### src/rtl/sejf_pkg.sv
// -----------------------------------------------------------------------------
// sejf_pkg
// Shared types and helpers for the safe combination-lock controller.
//   state_t     : controller FSM states
//   mode_t      : whether the three-value sequence is a combination attempt
//                 or a reprogramming of the stored code
//   CODE_W      : width of one code value / dial position (0..31)
//   bcd_to_bin  : converts the two-digit BCD dial reading to binary
// -----------------------------------------------------------------------------
package sejf_pkg;

    localparam int CODE_W = 5;

    typedef enum logic [2:0] {
        ENTRY,
        CAPT,
        CLR,
        EVAL,
        OPEN,
        PROG,
        LOCKOUT
    } state_t;

    typedef enum logic {
        MODE_ENTRY,
        MODE_PROG
    } mode_t;

    // The dial never exceeds 31, so 5-bit arithmetic is exact for every
    // legal reading.
    function automatic logic [CODE_W-1:0] bcd_to_bin(input logic [3:0] bcd1,
                                                     input logic [3:0] bcd0);
        return ({1'b0, bcd1} * 5'd10) + {1'b0, bcd0};
    endfunction

endpackage

### src/rtl/sejf_lock_timer.sv
// -----------------------------------------------------------------------------
// sejf_lock_timer
// Loadable down-counter used to time the alarm lockout.
//   clk        : clock
//   rst        : asynchronous active-high reset (counter cleared)
//   i_load     : load i_load_val (has priority over counting)
//   i_load_val : value to load
//   i_en       : count down by one per cycle while non-zero
//   o_done     : counter is at zero
// -----------------------------------------------------------------------------
module sejf_lock_timer #(
    parameter int W = 10
) (
    input  logic         clk,
    input  logic         rst,
    input  logic         i_load,
    input  logic [W-1:0] i_load_val,
    input  logic         i_en,
    output logic         o_done
);

    logic [W-1:0] r_cnt;

    always_ff @(posedge clk or posedge rst) begin
        if (rst) begin
            r_cnt <= '0;
        end else if (i_load) begin
            r_cnt <= i_load_val;
        end else if (i_en && (r_cnt != '0)) begin
            r_cnt <= r_cnt - W'(1);
        end
    end

    assign o_done = (r_cnt == '0);

endmodule

### src/rtl/sejf_ctrl.sv
// -----------------------------------------------------------------------------
// sejf_ctrl
// Combination-lock controller. Converts step/enter button pulses into dial
// counter moves, captures three dial values and compares them with the stored
// code, opens the lock, flags wrong entries and locks the user out after
// MAX_FAIL consecutive failures. While open, the code can be reprogrammed.
//   clk, rst      : clock, asynchronous active-high reset
//   step, dir     : move dial one position (dir 1 = up)
//   enter         : accept current dial value
//   close         : relock while open
//   prog          : with enter while open, start reprogramming
//   bcd1, bcd0    : dial counter tens / units digits
//   up            : dial counter direction
//   cnten1        : dial step hold, active-low (one-cycle low per step)
//   cnten2        : dial freeze, active-high (during lockout)
//   clrCount      : dial clear pulse
//   unlocked      : lock open
//   err           : one-cycle pulse on a wrong combination
//   alarm         : high for the whole lockout
//   idx           : index of the value currently being entered
// All outputs are registered.
// -----------------------------------------------------------------------------
module sejf_ctrl
    import sejf_pkg::*;
#(
    parameter logic [CODE_W-1:0] CODE0    = 5'd12,
    parameter logic [CODE_W-1:0] CODE1    = 5'd7,
    parameter logic [CODE_W-1:0] CODE2    = 5'd25,
    parameter int                MAX_FAIL = 3,
    parameter int                LOCK_CYC = 1000
) (
    input  logic       clk,
    input  logic       rst,
    input  logic       step,
    input  logic       dir,
    input  logic       enter,
    input  logic       close,
    input  logic       prog,
    input  logic [3:0] bcd0,
    input  logic [3:0] bcd1,
    output logic       up,
    output logic       cnten1,
    output logic       cnten2,
    output logic       clrCount,
    output logic       unlocked,
    output logic       err,
    output logic       alarm,
    output logic [1:0] idx
);

    localparam int         TMR_W     = $clog2(LOCK_CYC);
    localparam logic [2:0] FAIL_LAST = 3'(MAX_FAIL - 1);

    state_t            r_state;
    mode_t             r_mode;
    logic [1:0]        r_idx;
    logic [2:0]        r_fail_cnt;
    logic              r_mismatch;
    logic [CODE_W-1:0] r_code [3];

    logic r_up;
    logic r_cnten1;
    logic r_cnten2;
    logic r_clr;
    logic r_unlocked;
    logic r_err;
    logic r_alarm;

    logic [CODE_W-1:0] w_dial;
    logic [CODE_W-1:0] w_code_sel;
    logic              w_dial_state;
    logic              w_enter_ok;
    logic              w_step_ok;
    logic              w_timer_load;
    logic              w_timer_en;
    logic              w_timer_done;

    assign w_dial = bcd_to_bin(bcd1, bcd0);

    always_comb begin
        w_code_sel = r_code[0];
        case (r_idx)
            2'd1:    w_code_sel = r_code[1];
            2'd2:    w_code_sel = r_code[2];
            default: w_code_sel = r_code[0];
        endcase
    end

    // States in which the user may operate the dial.
    assign w_dial_state = (r_state == ENTRY) || (r_state == OPEN) || (r_state == PROG);

    // close beats enter while open; enter without prog is ignored there.
    assign w_enter_ok = enter && ((r_state == ENTRY) || (r_state == PROG) ||
                                  ((r_state == OPEN) && prog && !close));

    // A step coinciding with an accepted enter is dropped so the captured
    // value is the one the user saw when pressing enter.
    assign w_step_ok = step && w_dial_state && !w_enter_ok;

    // Load on the EVAL cycle that decides lockout; count while locked out.
    assign w_timer_load = (r_state == EVAL) && r_mismatch && (r_fail_cnt == FAIL_LAST);
    assign w_timer_en   = (r_state == LOCKOUT);

    sejf_lock_timer #(
        .W (TMR_W)
    ) u_timer (
        .clk        (clk),
        .rst        (rst),
        .i_load     (w_timer_load),
        .i_load_val (TMR_W'(LOCK_CYC - 1)),
        .i_en       (w_timer_en),
        .o_done     (w_timer_done)
    );

    always_ff @(posedge clk or posedge rst) begin
        if (rst) begin
            r_state    <= ENTRY;
            r_mode     <= MODE_ENTRY;
            r_idx      <= 2'd0;
            r_fail_cnt <= 3'd0;
            r_mismatch <= 1'b0;
            r_code[0]  <= CODE0;
            r_code[1]  <= CODE1;
            r_code[2]  <= CODE2;
            r_up       <= 1'b1;
            r_cnten1   <= 1'b1;
            r_cnten2   <= 1'b0;
            r_clr      <= 1'b0;
            r_unlocked <= 1'b0;
            r_err      <= 1'b0;
            r_alarm    <= 1'b0;
        end else begin
            r_clr    <= 1'b0;
            r_err    <= 1'b0;
            // Outside the dial states w_step_ok is 0, so the hold is released
            // automatically in CAPT/CLR/EVAL/LOCKOUT; this also guarantees the
            // clear pulse never overlaps a step.
            r_cnten1 <= !w_step_ok;
            if (w_step_ok) begin
                r_up <= dir;
            end

            case (r_state)
                ENTRY: begin
                    if (w_enter_ok) begin
                        r_mode  <= MODE_ENTRY;
                        r_state <= CAPT;
                    end
                end

                OPEN: begin
                    if (close) begin
                        r_unlocked <= 1'b0;
                        r_state    <= ENTRY;
                    end else if (w_enter_ok) begin
                        r_mode  <= MODE_PROG;
                        r_state <= CAPT;
                    end
                end

                PROG: begin
                    if (w_enter_ok) begin
                        r_state <= CAPT;
                    end
                end

                CAPT: begin
                    if (r_mode == MODE_ENTRY) begin
                        r_mismatch <= r_mismatch | (w_dial != w_code_sel);
                    end else begin
                        for (int k = 0; k < 3; k++) begin
                            if (r_idx == 2'(k)) begin
                                r_code[k] <= w_dial;
                            end
                        end
                    end
                    r_clr   <= 1'b1;
                    r_state <= CLR;
                end

                CLR: begin
                    if (r_idx == 2'd2) begin
                        r_idx   <= 2'd0;
                        r_state <= (r_mode == MODE_PROG) ? OPEN : EVAL;
                    end else begin
                        r_idx   <= r_idx + 2'd1;
                        r_state <= (r_mode == MODE_PROG) ? PROG : ENTRY;
                    end
                end

                EVAL: begin
                    r_mismatch <= 1'b0;
                    if (!r_mismatch) begin
                        r_fail_cnt <= 3'd0;
                        r_unlocked <= 1'b1;
                        r_state    <= OPEN;
                    end else if (r_fail_cnt == FAIL_LAST) begin
                        r_alarm  <= 1'b1;
                        r_cnten2 <= 1'b1;
                        r_state  <= LOCKOUT;
                    end else begin
                        r_err      <= 1'b1;
                        r_fail_cnt <= r_fail_cnt + 3'd1;
                        r_state    <= ENTRY;
                    end
                end

                LOCKOUT: begin
                    if (w_timer_done) begin
                        r_clr      <= 1'b1;
                        r_fail_cnt <= 3'd0;
                        r_alarm    <= 1'b0;
                        r_cnten2   <= 1'b0;
                        r_state    <= ENTRY;
                    end
                end

                default: r_state <= ENTRY;
            endcase
        end
    end

    assign up       = r_up;
    assign cnten1   = r_cnten1;
    assign cnten2   = r_cnten2;
    assign clrCount = r_clr;
    assign unlocked = r_unlocked;
    assign err      = r_err;
    assign alarm    = r_alarm;
    assign idx      = r_idx;

endmodule

### config.mk
export PLATFORM = sky130hd
export DESIGN_NAME = sejf_ctrl
export DESIGN_NICKNAME = d
export VERILOG_FILES = /design/src/rtl/sejf_pkg.sv /design/src/rtl/sejf_lock_timer.sv /design/src/rtl/sejf_ctrl.sv
export SDC_FILE = /design/constraint.sdc
export NUM_CORES = 1
export LEC_CHECK = 0
export CORE_MARGIN = 5
export CORE_UTILIZATION = 47
export DETAILED_ROUTE_END_ITERATION = 8
export GPL_ROUTABILITY_DRIVEN = 0
export PLACE_DENSITY = 0.68
export SYNTH_ARGS = -nofsm -noshare
export SYNTH_HDL_FRONTEND = slang
export SYNTH_HIERARCHICAL = 1
export SYNTH_SLANG_ARGS = --single-unit
### constraint.sdc
create_clock -name clk -period 4.1 [get_ports clk]
set_clock_uncertainty 0.2 [all_clocks]
set_input_delay 1.025 -clock clk [delete_from_list [all_inputs] [get_ports clk]]
set_output_delay 1.025 -clock clk [all_outputs]
set_load 0.03 [all_outputs]
# ---- Word level (Yosys, flattened, before mapping)
# Cells that the tools add are included.
dict set report word_totals {
  inputBits 15
  mem_count 0
  latch_bits 0
  register_bits 41
  elab_cells 108
  mem_bits_ro 0
  mem_bits_rw 0
}
dict set report op_classes {
  n_mux 34
  shift 0
  mul 1
  n_bitwise 1
  n_lt_le_gt_ge 0
  add_sub_neg 4
  reduce_logical 33
  n_eq_ne 20
  div_mod_pow 0
}
# operator n
set ops {}
lappend ops {{3-bit 2-to-1 mux} 10}
lappend ops {{10-bit 2-to-1 mux} 2}
lappend ops {{3-bit case mux with 6 select lines} 1}
lappend ops {{2-bit inequality test (second input constant)} 8}
lappend ops {{3-bit AND reduction} 5}
lappend ops {{1-bit 2-to-1 mux} 13}
lappend ops {{10-bit logical NOT} 1}
lappend ops {{1-bit case mux with 2 select lines} 5}
lappend ops {{5-bit case mux with 2 select lines} 1}
lappend ops {{10-bit nonzero test} 1}
lappend ops {{2-bit nonzero test} 5}
lappend ops {{10-bit by 1-bit subtractor with 10-bit output (second input constant)} 1}
lappend ops {{3-bit by 2-bit equality test with 1-bit output (second input constant)} 3}
lappend ops {{3-bit equality test (second input constant)} 3}
lappend ops {{1-bit logical AND} 8}
lappend ops {{4-bit AND reduction} 2}
lappend ops {{3-bit case mux with 2 select lines} 1}
lappend ops {{5-bit by 4-bit adder with 5-bit output} 1}
lappend ops {{5-bit inequality test} 1}
lappend ops {{1-bit logical OR} 4}
lappend ops {{4-bit by 3-bit multiplier with 4-bit output (second input constant)} 1}
lappend ops {{3-bit by 1-bit adder with 3-bit output (second input constant)} 1}
lappend ops {{3-bit by 1-bit equality test with 1-bit output (second input constant)} 1}
lappend ops {{1-bit logical NOT} 3}
lappend ops {{other kinds (11)} 11}

# ---- Logic depth before layout (Yosys ltp)
# Gate-level depths: netlist (run 1).
dict set report logic_depth {
  depth_word 8
  mapped_depth 8
  depth_no_buf 8
}

# ---- Hierarchy
# Netlist (run 1), hierarchy kept.
# mod cells_each seq_area_each_um2 n_inst area_each_um2
set by_module_without_submodules {}
lappend by_module_without_submodules {sejf_ctrl 170 788.3 1 1790.5}
lappend by_module_without_submodules {sejf_lock_timer 69 250.2 1 655.6}

# ---- Worst setup path after synthesis (run 1)
# No wires, ideal clock.
dict set report synth_timing {
  path_kind {in2reg}
  startpoint {input port bcd0[1]}
  endpoint {register r_mismatch}
  setup_slack_ns 1.404
  required_ns 3.768
  stages 7
  arrival_ns 2.365
  setup_ns 0.132
  cell_sequence {ha_1 > fa_1 > xnor2_1 > nand4_1 > o211ai_1 > o21a_1 > a31oi_1}
}
dict set report synth_between {
  elab_chain_cells 5
}
# element line_no
set synth_lines {}
lappend synth_lines {{start, declared} sejf_ctrl.sv:39} ;# input logic [3:0] bcd0,
lappend synth_lines {{5-bit by 4-bit adder with 5-bit output} sejf_pkg.sv:33} ;# return ({1'b0, bcd1} * 5'd10) + {1'b0, bcd0};
lappend synth_lines {{named net w_dial[2]} sejf_ctrl.sv:69} ;# logic [CODE_W-1:0] w_dial;
lappend synth_lines {{5-bit inequality test} sejf_ctrl.sv:169} ;# r_mismatch <= r_mismatch | (w_dial != w_code_sel);
lappend synth_lines {{1-bit OR} sejf_ctrl.sv:169}
lappend synth_lines {{1-bit 2-to-1 mux} sejf_ctrl.sv:168} ;# if (r_mode == MODE_ENTRY) begin
lappend synth_lines {{1-bit case mux with 2 select lines} sejf_ctrl.sv:143} ;# case (r_state)
lappend synth_lines {{end signal, assigned} sejf_ctrl.sv:169}
lappend synth_lines {{end, declared} sejf_ctrl.sv:58} ;# logic r_mismatch;
# The timed path passes the listed nets, and every way through them passes these cells. The select of a mux whose other input is x is not followed.
# A chain may end at the register's enable or synchronous reset.

# ---- Final worst setup path (run 1)
dict set report layout_timing {
  startpoint {input port bcd1[0]}
  endpoint {register r_mismatch}
}
dict set report layout_between {
  elab_chain_cells 6
}
# element line_no
set layout_lines {}
lappend layout_lines {{start, declared} sejf_ctrl.sv:40} ;# input logic [3:0] bcd1,
lappend layout_lines {{4-bit by 3-bit multiplier with 4-bit output} sejf_pkg.sv:33}
lappend layout_lines {{5-bit by 4-bit adder with 5-bit output} sejf_pkg.sv:33}
lappend layout_lines {{named net w_dial[2]} sejf_ctrl.sv:69}
lappend layout_lines {{5-bit inequality test} sejf_ctrl.sv:169}
lappend layout_lines {{1-bit OR} sejf_ctrl.sv:169}
lappend layout_lines {{1-bit 2-to-1 mux} sejf_ctrl.sv:168}
lappend layout_lines {{1-bit case mux with 2 select lines} sejf_ctrl.sv:143}
# The timed path passes the listed nets, and every way through them passes these cells. The select of a mux whose other input is x is not followed.

==> results.toml, run 1 <==
[layout]
ff_latch_area_mm2 = 0.00104
layout-drive-gt1-share_pct = 14.2
fill_cells = 474
nets = 303
syn_to_final_growth_pct = 16.9
num_antenna_cells = 0
fin_cells = 344
multi_input_comb_area_mm2 = 0.00132

[grt]
grt_pass1_vias = 1681
antenna_found_initial = 0
grt_max_degree = 32
gr-total-overflow = 0
grt_pass1_wl_um = 7410
grt_usage_pct = 14.2

[min_path]
worstHoldEndpoint = "r_code[4]"
min_path_type = "reg2reg"
hold_depth = 2
hp-start = "r_code[4]"

[timing]
slew_violations = 0
fin_tns_setup_ns = 0
setup_viol = 0
hold_viol = 0
min_period_over_period_pct = 71.8
rsz0062_at_grt = "false"
max_slew_margin_pct = 65.5
max_freq_mhz = 340
tightest_slew_ns = 0.514
fin_worst_hold_slack_ns = 0.283
min_period_ns = 2.94

[synthesis]
synthMuxAreaShare_pct = 6.34
ys_async_sr_fraction_pct = 100
synth_top_family_by_area = "compound AO/OA/AOI/OAI gates"
synth_top_flop_cell = "dfrtp_1"
yosysUniqueCellTypes = 60
syn_avg_cell_area_um2 = 10.2
synthTopCellsByCount = "dfrtp_1, nand2_1, inv_1, o21ai_0, ha_1"
synth_edf_count = 0
synthCells = 239
synthXorXnorAreaFrac_pct = 5.68
synth.most_common_cell = "dfrtp_1"
yosysTopAreaCellShare_pct = 31.7
synth-seq-cells = 41
yosys.area_share.simple_pct = 14.7
netlist_area_mm2 = 0.00245
yosysWarnings = 6
yosysTopAreaCell = "dfrtp_1"
synth_seq_area_share_pct = 42.5
synth_fa_ha_area_share_pct = 7.98
synth_area_leaders = "dfrtp_1, dfstp_2, ha_1"
synth_compound_area_share_pct = 17.9

[worst_setup_path]
r2r_start = "u_timer/r_cnt[5]"
cp.required_ns = 4.07
start_kind = "input pin"
crit_type = "in2reg"
max_stage_delay_ns = 0.59
path_max_fanout = 5
slowest_stage = "fa_1"
critPathArrivalTime_ns = 2.92
critPathCaptureType = "flip-flop"
rr_worst_depth = 7
r2r_end = "r_fail_cnt[2]"
regToRegSetupSlack_ns = 1.79
crit_chain = "clkdlybuf4s50_1 > ha_1 > fa_1 > xnor2_1 > nand4_1 > o211ai_1 > o21a_1 > a31oi_1"

[detailed_routing]
wl_um = 4300
firstDrtPassIters = 4
via_per_inst = 5.14
detail_route.wl_per_cell_um = 12.5
first_iter_violations = 65
ant_nets = 0
drcViolationCount = 0
vias = 1769

[die]
fp.dieW_um = 82.1
die-area_mm2 = 0.00675
initial_core_util_pct = 48.2
ioPinCount = 24
core_mm2 = 0.00507
die_h_um = 82.1
placementRows = 26

[cts]
cts-hold-fix-buffers = 0
cts.sinks = 41
cts_resized = 0
insertion_delay_ns = 0.30
path_clk_slew_ns = 0.08
clockBufferDepth = 2
cts_made_buffers = 5
root_buffer = "clkbuf_8"
cts_tree = "done"
cts_setup_buffers = 0
htree_levels = 2

[placement]
dp_hpwl_um = 3270
io_buffers = 23
dp.cells = 336

[power]
power.leakage_nw = 1.22
peakVddDrop_uv = 295
powerDensity_mw_per_mm2 = 615

[run]
max-cap-violations = 0

[run_status]
status = "finished clean"
routing by layer:
layer	track usage [%]	vias up	wire length (um)
li1	-	906	-
met1	19.0	823	2180
met2	22.5	30	1900
met3	3.25	10	159
met4	4.98	0	65
met5	0	-	0
how the worst max path moves through the flow:
| stage | start | to | slack (ns) | cells after the start |
|---|---|---|---|---|
| 6_report | bcd1[0] | r_mismatch | 1.16 | 8 |
| 5_1_grt | bcd1[0] | r_mismatch | 1.05 | 8 |
| 4_1_cts | bcd1[0] | r_mismatch | 1.15 | 8 |
| 3_5_place_dp | bcd1[0] | r_mismatch | 0.83 | 8 |
| 3_3_place_gp | bcd1[0] | r_mismatch | 0.90 | 8 |
| 2_1_floorplan | bcd0[1] | r_mismatch | 1.40 | 7 |
flip-flops by register name, indices dropped and copies added (netlist names), 2 cells and up:
register	count
u_timer/r_cnt	10
idx	2
r_state	3
r_fail_cnt	3
r_code	15
power by group:
part / total (W) / switching [W] / internal, W
Clock: 0.000272 / 0.000135 / 0.000137
Combinational: 0.000714 / 0.000375 / 0.000339
Sequential: 0.000773 / 0.000169 / 0.000604
Total: 0.00176 / 0.000679 / 0.00108
area by class of cell:
type | instances | area share, %
multi-input combinational | 180 | 46.3
inverter | 20 | 2.62
timing repair buffer | 25 | 8.57
tap | 70 | 3.06
clock buffer | 8 | 3.15
sequential | 41 | 36.3
metrics by stage:
step / utilization (%) / power, W / area [um2] / worst slack, ns
after floorplan: - / 0.00131 / 2480 / 1.40
after global placement: 54.6 / 0.00149 / 2770 / 0.896
after detailed placement: 54.6 / 0.00150 / 2770 / 0.827
after CTS: 56.4 / 0.00178 / 2860 / 1.15
after global routing: 56.4 / 0.00190 / 2860 / 1.05
final: 56.4 / 0.00176 / 2860 / 1.16
logic make-up (layout without fill, tap and decap cells):
| group | after synthesis | after routing |
|---|---|---|
| multiplexers | 14 | 14 |
| AO/OA/AOI/OAI | 64 | 64 |
| AND/OR/NAND/NOR | 62 | 62 |
| adder cells (fa/ha/maj) | 15 | 15 |
| other | 2 | 10 |
| XOR/XNOR | 15 | 15 |
| flip-flops | 41 | 41 |
| buffers and inverters | 26 | 53 |
cells in the final DEF, fill, tap and decap left out, types with 4 or more instances in the layout:
cell              n
dfrtp_1          31
nand2_1          27
clkdlybuf4s50_1  23
inv_1            20
o21ai_0          16
ha_1             14
xnor2_1          11
dfstp_2          10
conb_1           10
a21oi_1           9
nor2_1            7
mux2_1            6
mux2_2            6
clkbuf_8          6
o21ai_1           6
a22oi_1           4
nand4_1           4
critical path, delay by kind of cell:
kind	cells	cell delay, ns
compound gates	3	0.39
fa+ha+maj	2	0.81
buf+inv	1	0.43
simple gates	1	0.12
xor+xnor	1	0.14
Power figures use the tool's default switching activity.
==> inputs of run 2 (changes only) <==
--- a/config.mk
+++ b/config.mk
@@ -9,7 +9,7 @@
 export CORE_UTILIZATION = 47
 export DETAILED_ROUTE_END_ITERATION = 8
 export GPL_ROUTABILITY_DRIVEN = 0
-export PLACE_DENSITY = 0.68
+export PLACE_DENSITY = 0.7
 export SYNTH_ARGS = -nofsm -noshare
 export SYNTH_HDL_FRONTEND = slang
 export SYNTH_HIERARCHICAL = 1
==> constraint.sdc (replaced) <==
create_clock -name clk -period 2.6 [get_ports clk]
set_clock_uncertainty 0.2 [all_clocks]
set_input_delay 0.65 -clock clk [delete_from_list [all_inputs] [get_ports clk]]
set_output_delay 0.65 -clock clk [all_outputs]
set_load 0.03 [all_outputs]
==> results.toml, run 2 (synthesis results as in run 1) <==
[run_status]
status = "finished clean"

[worst_setup_path]
r2r_start = "r_state[0]"
crit_path_end = "r_mismatch"
regToRegSetupSlack_ns = 0.43
rr_worst_depth = 7
crit_start = "bcd1[1]"
cp.required_ns = 2.57
critPathCaptureType = "flip-flop"
start_kind = "input pin"
critPathArrivalTime_ns = 2.35
r2r_end = "u_timer/r_cnt[7]"
crit_type = "in2reg"
path_max_fanout = 3

[layout]
syn_to_final_growth_pct = 21.4
largestRegisters = "r_code (15), u_timer/r_cnt (10)"
top_register = "r_code"
largest_register_ffs = 15
final_common_cell = "dfrtp_1"
num_antenna_cells = 0
ff_latch_area_mm2 = 0.00104
fill_cells = 478
layout_common_cells = "dfrtp_1, nand2_1, clkdlybuf4s50_1"
fin_cells = 354
layout-drive-gt1-share_pct = 18.0
multi_input_comb_area_mm2 = 0.00133
nets = 313

[power]
power.leakage_nw = 1.30
combPwrFrac_pct = 39.9
clockPowerShare_pct = 18.5
p_sw_w = 0.00109
netSwitchingFraction_pct = 37.5
peakVddDrop_uv = 372
p_int_w = 0.00182
p_seq_share_pct = 41.7
powerDensity_mw_per_mm2 = 982

[die]
core_mm2 = 0.00507
placementRows = 26
die-area_mm2 = 0.00675
initial_core_util_pct = 48.2
fp.dieW_um = 82.1
ioPinCount = 24
die_h_um = 82.1

[grt]
grt_pass1_vias = 1760
antenna_found_initial = 0
gr-total-overflow = 0
grt_max_degree = 32
grt_usage_pct = 15.4
grt_pass1_wl_um = 7980

[cts]
root_buffer = "clkbuf_8"
cts_made_buffers = 5
cts_tree = "done"
cts-hold-fix-buffers = 0
clockBufferDepth = 2
cts.sinks = 41
path_clk_slew_ns = 0.08
insertion_delay_ns = 0.30
htree_levels = 2

[detailed_routing]
wl_um = 4610
drcViolationCount = 0
vias = 1812
firstDrtPassIters = 4
detail_route.wl_per_cell_um = 13.0
first_iter_violations = 70
via_per_inst = 5.12
ant_nets = 0

[timing]
rsz0062_at_grt = "false"
setup_viol = 0
tightest_slew_ns = 0.531
max_slew_margin_pct = 64.6
slew_violations = 0
min_period_over_period_pct = 91.5
max_freq_mhz = 420
min_period_ns = 2.38
fin_tns_setup_ns = 0
hold_viol = 0

[placement]
io_buffers = 23
dp.cells = 345
dp_hpwl_um = 3360

[run]
max-cap-violations = 0

[min_path]
min_path_type = "reg2reg"
run 2: stage by stage:
step / utilization, % / worst slack [ns] / instance area (um2) / hold WS, ns / total power, W
6_report: 58.5 / 0.221 / 2970 / 0.282 / 0.00292
3_3_place_gp: 55.9 / -0.162 / 2840 / 0.265 / 0.00237
3_5_place_dp: 55.9 / -0.242 / 2840 / 0.274 / 0.00240
4_1_cts: 58.2 / 0.0810 / 2950 / 0.286 / 0.00294
2_1_floorplan: - / 0.279 / 2480 / 0.245 / 0.00207
5_1_grt: 58.5 / 0.101 / 2970 / 0.299 / 0.00315
run 2: cell type report:
cell class	count	share of cell area (%)
clock inverter	1	1.01
tap	70	2.95
multi-input combinational	180	44.7
inverter	20	2.53
timing repair buffer	35	11.0
clock buffer	7	2.91
sequential	41	35.0
run 2: timing repair:
| action | in CTS | in global routing |
|---|---|---|
| endpoints found under the setup margin | 0 | 1 |
| buffers inserted | 0 | 1 |
| resized for setup | 0 | 3 |
run 2: layer usage:
layer	vias to the layer above	track usage [%]	wire length (um)
met1	857	20.1	2230
met5	-	0	0
li1	920	-	-
met2	26	25.2	2130
met4	0	6.48	77
met3	9	2.71	174
run 2: worst min-delay path by stage:
stage	startpoint	end	slack (ns)	cells after the start
global route	r_code[4]	r_code[4]	0.30	2
detailed placement	r_code[4]	r_code[4]	0.27	2
global placement	r_code[8]	r_code[8]	0.27	2
floorplan	r_code[14]	r_code[14]	0.24	2
CTS	r_code[4]	r_code[4]	0.29	2
finish	r_code[4]	r_code[4]	0.28	2
run 2: power by group through the flow:
stage | Sequential (W) | Combinational (W) | Clock (W)
3_5_place_dp | 0.00123 | 0.00117 | 0
5_1_grt | 0.00126 | 0.00132 | 0.000573
6_report | 0.00122 | 0.00116 | 0.000538
4_1_cts | 0.00122 | 0.00118 | 0.000547
3_3_place_gp | 0.00122 | 0.00115 | 0
2_1_floorplan | 0.00124 | 0.000834 | 0
run 2: critical path, stage by stage:
cell             delay [ns]
clkdlybuf4s50_1        0.47
fa_1                   0.56
xnor2_1                0.12
nand4_1                0.13
o211ai_1               0.20
o21a_1                 0.14
a31oi_1                0.08
==> inputs of run 3 (changes only) <==
--- a/config.mk
+++ b/config.mk
@@ -10,6 +10,7 @@
 export DETAILED_ROUTE_END_ITERATION = 8
 export GPL_ROUTABILITY_DRIVEN = 0
 export PLACE_DENSITY = 0.7
+export SLEW_MARGIN = 20
 export SYNTH_ARGS = -nofsm -noshare
 export SYNTH_HDL_FRONTEND = slang
 export SYNTH_HIERARCHICAL = 1
==> results of run 3 <==
Same layout as run 2: the final DEF is identical, and so are final timing and power.
